==> config.mk <==
export PLATFORM = sky130hd
export DESIGN_NAME = car_traffic_controller
export DESIGN_NICKNAME = d
export VERILOG_FILES = /design/src/rtl/car_traffic_pkg.sv /design/src/rtl/car_lane.sv /design/src/rtl/car_traffic_controller.sv
export SDC_FILE = /design/constraint.sdc
export NUM_CORES = 1
export LEC_CHECK = 0
export ABC_AREA = 1
export ABC_CLOCK_PERIOD_IN_PS = 3900
export BUFFER_PORTS_ARGS = -buffer_cell sky130_fd_sc_hd__buf_2
export CORE_MARGIN = 10
export CORE_UTILIZATION = 55
export DETAILED_ROUTE_END_ITERATION = 10
export HOLD_SLACK_MARGIN = 0.1
export PLACE_DENSITY = 0.79
export REMOVE_ABC_BUFFERS = 1
export SYNTH_ARGS = -nofsm -noshare
export SYNTH_HDL_FRONTEND = slang
export SYNTH_SLANG_ARGS = --single-unit
==> constraint.sdc <==
create_clock -name clk -period 3.9 [get_ports clk]
set_input_delay 0.195 -clock clk [delete_from_list [all_inputs] [get_ports clk]]
set_output_delay 0.195 -clock clk [all_outputs]
set_load 0.02 [all_outputs]
==> src/rtl/car_traffic_pkg.sv <==
// Shared constants and types for the car traffic controller.
// Contents: lane geometry (y position, base speed, direction) for the five lanes,
//           lane/car counts, car size, and the lane direction type.
package car_traffic_pkg;

  localparam int NUM_LANES     = 5;
  localparam int CARS_PER_LANE = 2;
  localparam int CAR_SIZE      = 32;

  typedef enum logic {
    DIR_R = 1'b0,
    DIR_L = 1'b1
  } dir_t;

  // Lane k owns cars 2k+1 and 2k+2.
  localparam logic [9:0] LANE_Y   [NUM_LANES] = '{10'd96, 10'd160, 10'd224, 10'd288, 10'd352};
  localparam logic [2:0] BASE_SPD [NUM_LANES] = '{3'd1, 3'd2, 3'd1, 3'd3, 3'd2};
  localparam dir_t       DIR      [NUM_LANES] = '{DIR_R, DIR_L, DIR_R, DIR_L, DIR_R};

endpackage

==> src/rtl/car_lane.sv <==
// One traffic lane: two car x registers stepped once per frame tick with wrap-around.
// Ports: clk/rst, tick (one-cycle frame strobe), run, level, [jitter when CAR_JITTER_EN],
//        x_a/x_b (car left edges, registered), y (constant lane top edge).
// Optional: CAR_JITTER_EN adds a jitter offset to any car that wraps.
module car_lane
  import car_traffic_pkg::*;
#(
  parameter int         WRAP_W     = 672,
  parameter int         GAP        = 336,
  parameter logic [9:0] LANE_Y_P   = 10'd96,
  parameter logic [2:0] BASE_SPD_P = 3'd1,
  parameter dir_t       DIR_P      = DIR_R
) (
  input  logic       clk,
  input  logic       rst,
  input  logic       tick,
  input  logic       run,
  input  logic [1:0] level,
`ifdef CAR_JITTER_EN
  input  logic [4:0] jitter,
`endif
  output logic [9:0] x_a,
  output logic [9:0] x_b,
  output logic [9:0] y
);

  localparam logic [10:0] WRAP = 11'(WRAP_W);

  logic [2:0]  spd;
  logic [9:0]  cur  [CARS_PER_LANE];
  logic [10:0] nxt  [CARS_PER_LANE];
  logic        wrap [CARS_PER_LANE];

  // Both cars share one speed, so their spacing mod WRAP_W never changes
  // (unless jitter nudges a wrapping car).
  assign spd    = BASE_SPD_P + {1'b0, level};
  assign cur[0] = x_a;
  assign cur[1] = x_b;
  assign y      = LANE_Y_P;

  always_comb begin
    for (int i = 0; i < CARS_PER_LANE; i++) begin
      nxt[i]  = 11'd0;
      wrap[i] = 1'b0;
      if (DIR_P == DIR_R) begin
        nxt[i]  = {1'b0, cur[i]} + {8'd0, spd};
        wrap[i] = (nxt[i] >= WRAP);
        if (wrap[i]) nxt[i] = nxt[i] - WRAP;
      end else begin
        wrap[i] = ({1'b0, cur[i]} < {8'd0, spd});
        nxt[i]  = wrap[i] ? ({1'b0, cur[i]} + WRAP - {8'd0, spd})
                          : ({1'b0, cur[i]} - {8'd0, spd});
      end
`ifdef CAR_JITTER_EN
      // Jitter pushes a wrapped car further from the wrap origin, then re-reduces.
      if (wrap[i]) begin
        if (DIR_P == DIR_R) begin
          nxt[i] = nxt[i] + {6'd0, jitter};
          if (nxt[i] >= WRAP) nxt[i] = nxt[i] - WRAP;
        end else begin
          nxt[i] = (nxt[i] < {6'd0, jitter}) ? (nxt[i] + WRAP - {6'd0, jitter})
                                             : (nxt[i] - {6'd0, jitter});
        end
      end
`endif
    end
  end

  always_ff @(posedge clk or posedge rst) begin
    if (rst) begin
      x_a <= 10'd0;
      x_b <= 10'(GAP);
    end else if (tick && run) begin
      x_a <= nxt[0][9:0];
      x_b <= nxt[1][9:0];
    end
  end

endmodule

==> src/rtl/car_traffic_controller.sv <==
// Car position generator for the VGA game: ten cars in five lanes, stepped once per frame.
// Ports: clk/rst, vsync (frame strobe from vga_controller), run, level,
//        car_x1..10 / car_y1..10 (registered positions), frame_cnt (ticks while running).
// Optional: CAR_JITTER_EN enables a 16-bit LFSR that jitters cars as they wrap.
module car_traffic_controller
  import car_traffic_pkg::*;
#(
  parameter int WRAP_W = 672,
  parameter int GAP    = 336
) (
  input  logic        clk,
  input  logic        rst,
  input  logic        vsync,
  input  logic        run,
  input  logic [1:0]  level,
  output logic [9:0]  car_x1,
  output logic [9:0]  car_x2,
  output logic [9:0]  car_x3,
  output logic [9:0]  car_x4,
  output logic [9:0]  car_x5,
  output logic [9:0]  car_x6,
  output logic [9:0]  car_x7,
  output logic [9:0]  car_x8,
  output logic [9:0]  car_x9,
  output logic [9:0]  car_x10,
  output logic [9:0]  car_y1,
  output logic [9:0]  car_y2,
  output logic [9:0]  car_y3,
  output logic [9:0]  car_y4,
  output logic [9:0]  car_y5,
  output logic [9:0]  car_y6,
  output logic [9:0]  car_y7,
  output logic [9:0]  car_y8,
  output logic [9:0]  car_y9,
  output logic [9:0]  car_y10,
  output logic [15:0] frame_cnt
);

  localparam int NUM_CARS = NUM_LANES * CARS_PER_LANE;

  logic       vsync_d;
  logic       tick;
  logic [9:0] xs [NUM_CARS];
  logic [9:0] ys [NUM_CARS];

  // vsync_d resets high so a vsync already asserted at reset release
  // cannot fake a rising edge; a fresh 0->1 transition is required.
  always_ff @(posedge clk or posedge rst) begin
    if (rst) vsync_d <= 1'b1;
    else     vsync_d <= vsync;
  end

  assign tick = vsync & ~vsync_d;

  always_ff @(posedge clk or posedge rst) begin
    if (rst)              frame_cnt <= 16'd0;
    else if (tick && run) frame_cnt <= frame_cnt + 16'd1;
  end

`ifdef CAR_JITTER_EN
  logic [15:0] lfsr;

  // Galois LFSR, advanced on every tick regardless of run.
  always_ff @(posedge clk or posedge rst) begin
    if (rst)       lfsr <= 16'hACE1;
    else if (tick) lfsr <= (lfsr >> 1) ^ (lfsr[0] ? 16'hB400 : 16'h0000);
  end
`endif

  for (genvar k = 0; k < NUM_LANES; k++) begin : g_lane
    car_lane #(
      .WRAP_W     (WRAP_W),
      .GAP        (GAP),
      .LANE_Y_P   (LANE_Y[k]),
      .BASE_SPD_P (BASE_SPD[k]),
      .DIR_P      (DIR[k])
    ) u_lane (
      .clk    (clk),
      .rst    (rst),
      .tick   (tick),
      .run    (run),
      .level  (level),
`ifdef CAR_JITTER_EN
      .jitter (lfsr[4:0]),
`endif
      .x_a    (xs[2*k]),
      .x_b    (xs[2*k+1]),
      .y      (ys[2*k])
    );
    assign ys[2*k+1] = ys[2*k];
  end

  assign car_x1  = xs[0];
  assign car_x2  = xs[1];
  assign car_x3  = xs[2];
  assign car_x4  = xs[3];
  assign car_x5  = xs[4];
  assign car_x6  = xs[5];
  assign car_x7  = xs[6];
  assign car_x8  = xs[7];
  assign car_x9  = xs[8];
  assign car_x10 = xs[9];
  assign car_y1  = ys[0];
  assign car_y2  = ys[1];
  assign car_y3  = ys[2];
  assign car_y4  = ys[3];
  assign car_y5  = ys[4];
  assign car_y6  = ys[5];
  assign car_y7  = ys[6];
  assign car_y8  = ys[7];
  assign car_y9  = ys[8];
  assign car_y10 = ys[9];

endmodule
* After elaboration in Yosys (flattened, before gate mapping)
Index checks and enable logic that the tools add are counted. Widths: inputs -> output; s select.
Cells by class: muxes and demuxes 10, add/subtract/negate cells 28, reduce and logical (&&, ||, !) cells 1, shift operators 0, multiply operators 0, equal/unequal tests 0, divide/modulo/power cells 0, bitwise logic cells 2, $lt $le $gt $ge 10
Operators by type and width (count):
- $mux 10 | 10
- $sub 10x3->10 | 8
- $add 10x3->11 | 6
- $ge 11x10->1 const B | 6
- $sub 10x10->10 const B | 6
- $add 10x10->10 const B | 4
- $lt 10x3->1 | 4
- $add 16x1->16 const B | 1
- $add 2x2->3 const A | 2
- $add 1x2->3 const A | 1
- $and 1x1->1 | 1
- $logic_and 1x1->1 | 1
- $not 1->1 | 1
Storage, ports and cells: bits in writable memories 0, output and inout bits 216, bits in read-only memories 0, latch bits 0, bits of input ports 6, bits in registers 117, memories kept 0

* Depth between registers and ports, before layout
Gate-level depths: netlist of run 1.
word-level depth 4, mapped depth 21

* Cells and area by module
Synthesis of run 1 repeated with hierarchy kept, for this count alone.
Second synthesis, totals: cell total of the unflattened synthesis 1825, area, all modules 12251.8 sq um
Modules (own cells, without submodules):
- car_lane (g_lane[1].u_lane) | times used 1, cells an instance 401, area each 2640.0 sq um
- car_lane (g_lane[3].u_lane) | times used 1, cells an instance 337, area each 2306.0 sq um
- car_lane (g_lane[2].u_lane) | times used 1, cells an instance 317, area each 2073.2 sq um
- car_lane (g_lane[0].u_lane) | times used 1, cells an instance 327, area each 2060.7 sq um
- car_lane (g_lane[4].u_lane) | times used 1, cells an instance 294, area each 1918.1 sq um
- car_traffic_controller | times used 1, cells an instance 149, area each 1253.7 sq um

* Worst setup path before layout of run 1
Ideal clock, no wire load.
kind input -> register, start point in level[1], end point reg g_lane[2].u_lane.x_b[8], library setup time 81 ps, setup slack 1146 ps, data arrival time 2673 ps, cell stages on the path 18, path through inv_1 -> ha_1 -> inv_1 -> fa_1 -> nor2_1 -> nand2_2 -> nand2_4 -> nand2_4 -> xor2_4 -> ha_1 -> inv_1 -> nand3_1 -> nand2_2 -> nand2_1 -> nand2_1 -> nand2_1 -> a21oi_1 -> a21oi_2
On the way: word-level cells in the longest chain between the ends 4, elaborated cells on any way between the ends 5
Ends and longest elaborated chain:
- start, declared | line car_traffic_controller.sv:15 | input logic [1:0] level,
- $add 1x2->3 (*) | line car_lane.sv:36 | assign spd = BASE_SPD_P + {1'b0, level};
- $add 10x3->11 (*) | line car_lane.sv:46 | nxt[i] = {1'b0, cur[i]} + {8'd0, spd};
- $sub 10x10->10 or $ge 11x10->1 (tied branches) | line car_lane.sv:48, car_lane.sv:47
- $mux 10 (*) | line car_lane.sv:48 | if (wrap[i]) nxt[i] = nxt[i] - WRAP;
- end signal, assigned | line car_lane.sv:72 | x_b <= 10'(GAP);
- end signal, assigned | line car_lane.sv:75 | x_b <= nxt[1][9:0];
- end, declared | line car_lane.sv:23 | output logic [9:0] x_b,
Every way passes the cells marked *; elsewhere a longest branch is shown, timed or not. A chain may end at the register's enable or synchronous reset.

* Worst setup path after layout of run 1
start point reg g_lane[4].u_lane.x_b[0], end point reg g_lane[4].u_lane.x_b[7]
On the way: word-level cells in the longest chain between the ends 3, elaborated cells on any way between the ends 4
Ends and longest elaborated chain (line):
- start, declared | car_lane.sv:23
- start signal, assigned | car_lane.sv:72
- start signal, assigned | car_lane.sv:75
- $add 10x3->11 (*) | car_lane.sv:46
- $sub 10x10->10 or $ge 11x10->1 (tied branches) | car_lane.sv:48, car_lane.sv:47
- $mux 10 (*) | car_lane.sv:48
Marks and branches as above.

==> flow_metrics.env, run 1 <==
export IMPL_die_y_um=159
export IMPL_worst_pin_slew_ps=947
export IMPL_number_of_maximum_capacitance_violations=0
export IMPL_critPathMaxStageDelay_ps=380
export IMPL_cts_tree="built"
export IMPL_cts_path_max_buffers=2
export IMPL_drc_errors=0
export IMPL_p_switching_mw=4.27
export IMPL_synth_ff_latch_count=117
export IMPL_syn_area_sq_um=10600
export IMPL_crit_path_top_delay_cell="dfrtp_1"
export IMPL_finalNetCount=1688
export IMPL_fin_skew_ps=10.6
export IMPL_clock_sink_count=117
export IMPL_i_o_pin_cnt=222
export IMPL_largest_family_of_logic_cells_by_synthesized_area="simple AND/OR/NAND/NOR gates"
export IMPL_detail_route_first_pass_iterations=5
export IMPL_postSynthAreaPerCell_sq_um=7.27
export IMPL_timing_critical_path_from_type="flip-flop"
export IMPL_drtIter0Drc=473
export IMPL_crit_path_end_kind="flip-flop"
export IMPL_vdd_drop_max_mv=0.389
export IMPL_leakage_nw=6.44
export IMPL_finalHoldViolCount=0
export IMPL_run_status="finished, final reports clean"
export IMPL_regArea_sq_um=2950
export IMPL_critPathMostFrequentCell="nand2_1"
export IMPL_design_power_total_mw=8.67
export IMPL_grt_setup_unrepaired="no"
export IMPL_grt_antenna_before_repair=0
export IMPL_critical_path_class="flip-flop to flip-flop"
export IMPL_power_density_nw_per_um2=739
export IMPL_grt_pass1_vias=9019
export IMPL_synthAdderAreaFrac_pct=13.8
export IMPL_post_cts_resized_instances=0
export IMPL_finalNonFillerCells=1849
export IMPL_finalSetupViolCount=0
export IMPL_gr_total_overflow=0
export IMPL_maximum_fanout_encountered_on_the_critical_timing_path=5
export IMPL_post_synth_xor_area_fraction_pct=4.73
export IMPL_chipWidth_um=159
export IMPL_latest_clock_arrival_within_the_worst_skew_pair_ps=420
export IMPL_grtUsageTotal_pct=20.2
export IMPL_worstPathCellList="ha_1 > inv_1 > fa_1 > inv_1 > nand2_1 > a21oi_2 > nand2_1 > o21ai_1 > nand2_1 > inv_1 > ha_1 > inv_1 > nand2_1 > nand2_1 > a21boi_2 > nand2_2 > nand2_1 > nand2_1 > nand2_1 > nand2_1"
export IMPL_timing_hold_worst_class="input pin to flip-flop"
export IMPL_cts_reportedPaths_clkPinSlew_ps=60
export IMPL_netlist_area_leader_share_pct=23.9
export IMPL_power_share_combinational_pct=53.2
export IMPL_placedCellCount=1815
export IMPL_vias=9298
export IMPL_rows=50
export IMPL_yosysTopAreaCell="dfrtp_1"
export IMPL_multi_input_comb_area_sq_um=6330
export IMPL_timing_final_crit_period_ps=2910
export IMPL_worst_ep_required_time_ps=4210
export IMPL_initial_core_util_pct=56.1
export IMPL_netlist_top_cells_area="dfrtp_1 24%, nand2_1 13%, ha_1 10%"
export IMPL_synthesis_yosys_warnings=0
export IMPL_achievable_frequency_mhz=344
export IMPL_post_cts_repair_setup_buffers=0
export IMPL_wire_length_after_detailed_routing_um=25600
export IMPL_top_library_cells_by_usage_in_the_layout_fill_and_taps_aside="373 x nand2_1, 205 x inv_1, 121 x buf_2, 120 x nand3_1, 101 x dfrtp_1"
export IMPL_seq_power_share_pct=27.1
export IMPL_worst_case_headroom_to_the_max_slew_limit_pct=36.9
export IMPL_die_area_sq_um=25100
export IMPL_drt_antenna_violating_nets=0
export IMPL_filler_cell_count=1672
export IMPL_netlist_instances=1452
export IMPL_synth_seq_area_share_pct=27.9
export IMPL_muxShareOfSynthArea_pct=0
export IMPL_n_antenna_cell=0
export IMPL_post_dp_hpwl_um=19500
export IMPL_cts_buffers_inserted=17
export IMPL_switching_share_pct=49.2
export IMPL_synth_compound_area_share_pct=8.54
export IMPL_share_clk_of_total_power_pct=19.7
export IMPL_average_wire_per_standard_cell_um=13.8
export IMPL_final_hold_worst_slack_ps=280
export IMPL_worst_path_dominant_cell_family="simple AND/OR/NAND/NOR gates"
export IMPL_mostFrequentLayoutCell="nand2_1"
export IMPL_htree_levels=4
export IMPL_crit_arrival_ps=3220
export IMPL_post_route_cells_drive_above_1_share_pct=16.4
export IMPL_synth_cell_type_count=48
export IMPL_placement_io_buffers=121
export IMPL_clk_root_buffer_cell="clkbuf_16"
export IMPL_number_of_buffer_and_inverter_instances_along_the_worst_setup_path=4
export IMPL_min_period_over_period_pct=74.6
export IMPL_globalplace_congestion=0.920
export IMPL_route_detailed_vias_per_inst=5.03
export IMPL_grt_max_degree=74
export IMPL_p_int_mw=4.40
export IMPL_area_growth_pct=11.0
export IMPL_final_max_slew_violation_count=0
export IMPL_first_pass_grt_wire_length_um=42000
export IMPL_core_region_area_sq_um=18800
export IMPL_post_synthesis_share_of_cell_area_spent_on_and_or_nand_and_nor_gates_pct=29.2
==> cell usage after synthesis, drive strengths merged <==
cell    count
conb        2
ha         88
nand3b      4
a21oi      55
o21bai      3
nor3       20
a21boi      1
o31ai       1
o211ai      8
o21a        1
o22ai       5
buf       107
a211oi      1
a32oi       1
o32ai       1
fa         18
dfrtp     101
clkbuf     16
o21ai      76
nand2     419
and2        2
inv       210
nand3     129
or2         3
nor2       78
a31oi       4
xnor2      12
nand4      28
dfstp      16
xor2       42
==> per-stage QoR <==
step | setup TNS [ps] | setup slack [ps] | cell area, sq um | util (%)
finish | 0 | 990 | 11700 | 62.3
global route | 0 | 681 | 11700 | 62.3
CTS | 0 | 995 | 11700 | 62.3
detailed placement | 0 | 554 | 11100 | 58.8
global placement | 0 | 645 | 11100 | 58.8
floorplan | -101360 | -1860 | 10100 | -
==> timing repair <==
action	in CTS	in global routing
endpoints found under the setup margin	0	0
hold buffers	2	0
endpoints found under the hold margin	61	0
==> final timing paths <==
check                                               startpoint                                   to  slack, ps  cells after the start
max in group asynchronous                                  rst  g_lane[0].u_lane.x_b[6]$_DFFE_PP1P_       2540                      4
min reg2reg                          frame_cnt[15]$_DFFE_PP0P_            frame_cnt[15]$_DFFE_PP0P_        460                      1
max reg2reg                g_lane[4].u_lane.x_b[0]$_DFFE_PP0P_  g_lane[4].u_lane.x_b[7]$_DFFE_PP0P_        990                     20
min in group asynchronous                                  rst  g_lane[1].u_lane.x_a[6]$_DFFE_PP0P_        520                      3
max                        g_lane[4].u_lane.x_b[0]$_DFFE_PP0P_  g_lane[4].u_lane.x_b[7]$_DFFE_PP0P_        990                     20
min                                                        run             frame_cnt[4]$_DFFE_PP0P_        280                      5
==> metal layers <==
metal	vias to the layer above	part of all wire (%)	GRT usage [%]
li1	4673	-	-
met5	-	0.22	1.94
met3	24	7.1	4.26
met2	265	49	34.7
met1	4334	43	24.8
met4	2	1.1	6.13
==> tightest hold or removal path, delay by kind of cell <==
kind,cells,cell delay [ps]
XOR/XNOR,1,70
buffers and inverters,1,90
AND/OR/NAND/NOR,3,290
==> kinds of logic after synthesis <==
kind of cell / after synthesis
xor gates and xnor gates: 54
AOI/OAI and AO/OA: 157
adders and majority gates: 106
and+or+nand+nor: 683
other: 2
DFF: 117
buffers and inverters: 333
==> power groups by stage <==
stage                     clock (mW)  sequential, mW  combinational [mW]
after floorplan                    0            2.76                2.88
after global placement             0            2.34                4.44
after detailed placement           0            2.35                4.58
after CTS                       1.74            2.34                4.62
after global routing            1.80            2.44                5.21
final                           1.71            2.35                4.61
==> final cells by class <==
class / instances / share of cell area [%]
Clock buffer: 18 / 3.74
Timing Repair Buffer: 130 / 5.89
Tap cell: 260 / 2.77
Inverter: 210 / 6.74
Clock inverter: 14 / 1.71
Multi-Input combinational cell: 1100 / 54.0
Sequential cell: 117 / 25.1
==> sequential cells by signal (all words and copies together), names as in the netlist <==
name and cells:
frame_cnt 16, g_lane.u_lane.x_a 50, g_lane.u_lane.x_b 50, vsync_d 1
(Power assumes the default switching activity.)
==> inputs of run 2 (changes only) <==
- ABC_CLOCK_PERIOD_IN_PS: 3900 -> 2850
- clock period: 3.9 -> 2.85 ns (I/O delays scaled with it)
==> run 2 against run 1 <==
Against the previous run: die area stayed put; cell count is 0.65% higher; register-to-register slack worse by 820 ps; power is 38% higher; clock power is 37% higher; hold slack worse by 110 ps; worst setup slack worse by 820 ps; routed wire length is 1.7% higher; critical path depth stayed put; clock skew is 2.1 ps lower; global-route usage is 0.36 points higher; via count is 0.79% higher.
==> flow_metrics.env, run 2 (synthesis gave the netlist of run 1 again) <==
export IMPL_mostFrequentLayoutCell="nand2_1"
export IMPL_fin_skew_ps=8.54
export IMPL_detail_route_first_pass_iterations=5
export IMPL_die_y_um=159
export IMPL_average_wire_per_standard_cell_um=14.0
export IMPL_finalNetCount=1700
export IMPL_placement_io_buffers=121
export IMPL_clk_root_buffer_cell="clkbuf_16"
export IMPL_dp_worst_setup_slack_ps=31.9
export IMPL_cts_reportedPaths_clkPinSlew_ps=60
export IMPL_finalHoldViolCount=0
export IMPL_r2r_end="g_lane[4].u_lane.x_b[5]$_DFFE_PP0P_"
export IMPL_first_pass_grt_wire_length_um=42700
export IMPL_drc_errors=0
export IMPL_wire_length_after_detailed_routing_um=26000
export IMPL_crit_arrival_ps=2960
export IMPL_number_of_maximum_capacitance_violations=0
export IMPL_critical_path_class="flip-flop to flip-flop"
export IMPL_route_detailed_vias_per_inst=5.04
export IMPL_post_dp_hpwl_um=19500
export IMPL_finalSetupViolCount=0
export IMPL_drtIter0Drc=514
export IMPL_m1WireLength_um=11200
export IMPL_chipWidth_um=159
export IMPL_die_area_sq_um=25100
export IMPL_gr_total_overflow=0
export IMPL_grt_max_degree=104
export IMPL_achievable_frequency_mhz=373
export IMPL_clock_sink_count=117
export IMPL_rrSetupSlack_ps=170
export IMPL_switching_share_pct=49.3
export IMPL_grt_pass1_vias=9216
export IMPL_post_route_cells_drive_above_1_share_pct=17.7
export IMPL_cts_buffers_inserted=17
export IMPL_worst_hold_startpoint="run"
export IMPL_power_density_nw_per_um2=1010
export IMPL_count_of_cells_along_the_worst_register_to_register_path=20
export IMPL_globalplace_congestion=0.912
export IMPL_min_period_over_period_pct=94.0
export IMPL_cts_path_max_buffers=2
export IMPL_seq_power_share_pct=26.9
export IMPL_initial_core_util_pct=56.1
export IMPL_timing_final_ws_setup_ps=171
export IMPL_p_switching_mw=5.90
export IMPL_vias=9371
export IMPL_power_share_combinational_pct=53.5
export IMPL_grt_antenna_before_repair=0
export IMPL_worstHoldPathCells=5
export IMPL_postLayoutCellArea_sq_um=11900
export IMPL_vdd_drop_max_mv=0.548
export IMPL_timing_hold_worst_class="input pin to flip-flop"
export IMPL_p_int_mw=6.07
export IMPL_htree_levels=4
export IMPL_post_route_util_pct=63.1
export IMPL_run_status="finished, final reports clean"
export IMPL_min_delay_worst_endpoint="frame_cnt[2]$_DFFE_PP0P_"
export IMPL_detailroute_wirelength_met2_um=12400
export IMPL_latest_clock_arrival_within_the_worst_skew_pair_ps=420
export IMPL_area_growth_pct=12.5
export IMPL_maximum_fanout_encountered_on_the_critical_timing_path=5
export IMPL_met3RoutedLength_um=1790
export IMPL_worst_pin_slew_ps=537
export IMPL_layout_top_registers="g_lane.u_lane.x_a x50, g_lane.u_lane.x_b x50, frame_cnt x16"
export IMPL_placedInstanceArea_sq_um=11200
export IMPL_topRoutingLayerUsed="met4"
export IMPL_i_o_pin_cnt=222
export IMPL_final_max_slew_violation_count=0
export IMPL_share_clk_of_total_power_pct=19.6
export IMPL_n_antenna_cell=0
export IMPL_grtUsageTotal_pct=20.6
export IMPL_leakage_nw=6.52
export IMPL_rows=50
export IMPL_crit_path_end_kind="flip-flop"
export IMPL_cts_tree="built"
export IMPL_worst_case_headroom_to_the_max_slew_limit_pct=64.2
export IMPL_core_region_area_sq_um=18800
export IMPL_worst_ep_required_time_ps=3130
export IMPL_timing_final_crit_period_ps=2680
export IMPL_crit_reg2reg_launch="g_lane[4].u_lane.x_b[0]$_DFFE_PP0P_"
export IMPL_top_library_cells_by_usage_in_the_layout_fill_and_taps_aside="369 x nand2_1, 203 x inv_1, 121 x buf_2, 119 x nand3_1, 101 x dfrtp_1"
export IMPL_drt_antenna_violating_nets=0
export IMPL_timing_critical_path_from_type="flip-flop"
-- run 2: worst max-delay path, cell delays in order, from the launching register on --
cell and delay, ps:
dfrtp_1 390, ha_2 190, inv_1 50, fa_2 330, inv_2 60, nand2_1 80
a21oi_2 190, nand2_2 110, nor2_4 100, nand2_1 50, nand2_1 80, inv_2 50
ha_1 190, inv_1 100, nand2_2 80, nand2_2 80, a21boi_4 70, nand2_2 120
nand2_1 60, nand3_1 60, o21ai_0 90
-- run 2: power groups by stage --
stage | sequential (mW) | clock [mW] | combinational, mW
global route | 3.32 | 2.49 | 7.28
CTS | 3.20 | 2.40 | 6.37
global placement | 3.19 | 0 | 6.13
finish | 3.22 | 2.35 | 6.40
floorplan | 3.77 | 0 | 3.95
detailed placement | 3.21 | 0 | 6.33
-- run 2: layout make-up --
type                            instances  area, sq um
Tap cell                              260          325
Fill cell                            1645         6950
Clock inverter                         14          200
Multi-Input combinational cell       1100         6370
Timing Repair Buffer                  142          806
Sequential cell                       117         2950
Inverter                              210          791
Clock buffer                           18          439
-- run 2: repair_timing --
item | 4_1_cts | 5_1_grt
endpoints found under the hold margin | 32 | 0
setup endpoints to repair | 0 | 4
hold buffers | 2 | 0
resized for setup | 0 | 13
setup buffers | 0 | 2
-- run 2: how the worst max path moves through the flow --
stage | startpoint | end | slack (ps) | cells after the start
after floorplan | vsync_d$_DFF_PP1_ | frame_cnt[13]$_DFFE_PP0P_ | -2910 | 8
after global placement | level[0] | g_lane[3].u_lane.x_b[9]$_DFFE_PP0P_ | 120 | 16
after detailed placement | level[0] | g_lane[0].u_lane.x_a[8]$_DFFE_PP0P_ | 30 | 20
after CTS | g_lane[4].u_lane.x_b[0]$_DFFE_PP0P_ | g_lane[4].u_lane.x_b[7]$_DFFE_PP0P_ | 120 | 20
after global routing | g_lane[4].u_lane.x_b[0]$_DFFE_PP0P_ | g_lane[4].u_lane.x_b[7]$_DFFE_PP0P_ | -30 | 20
final | g_lane[4].u_lane.x_b[0]$_DFFE_PP0P_ | g_lane[4].u_lane.x_b[5]$_DFFE_PP0P_ | 170 | 20
-- run 2: per-layer routing --
metal  global-route usage [%]  vias to the layer above
li1                         -                     4686
met1                     24.6                     4379
met2                     34.9                      265
met3                     5.59                       41
met4                     7.28                        0
met5                        0                        -
-- run 2: metrics by stage --
stage,cells,total power [mW],setup TNS (ps),hold WS [ps]
floorplan,1427,7.72,-250650,147
global placement,1825,9.33,0,230
detailed placement,1825,9.55,0,235
CTS,1859,12.0,0,159
global route,1861,13.1,-29.5,179
finish,1861,12.0,0,171
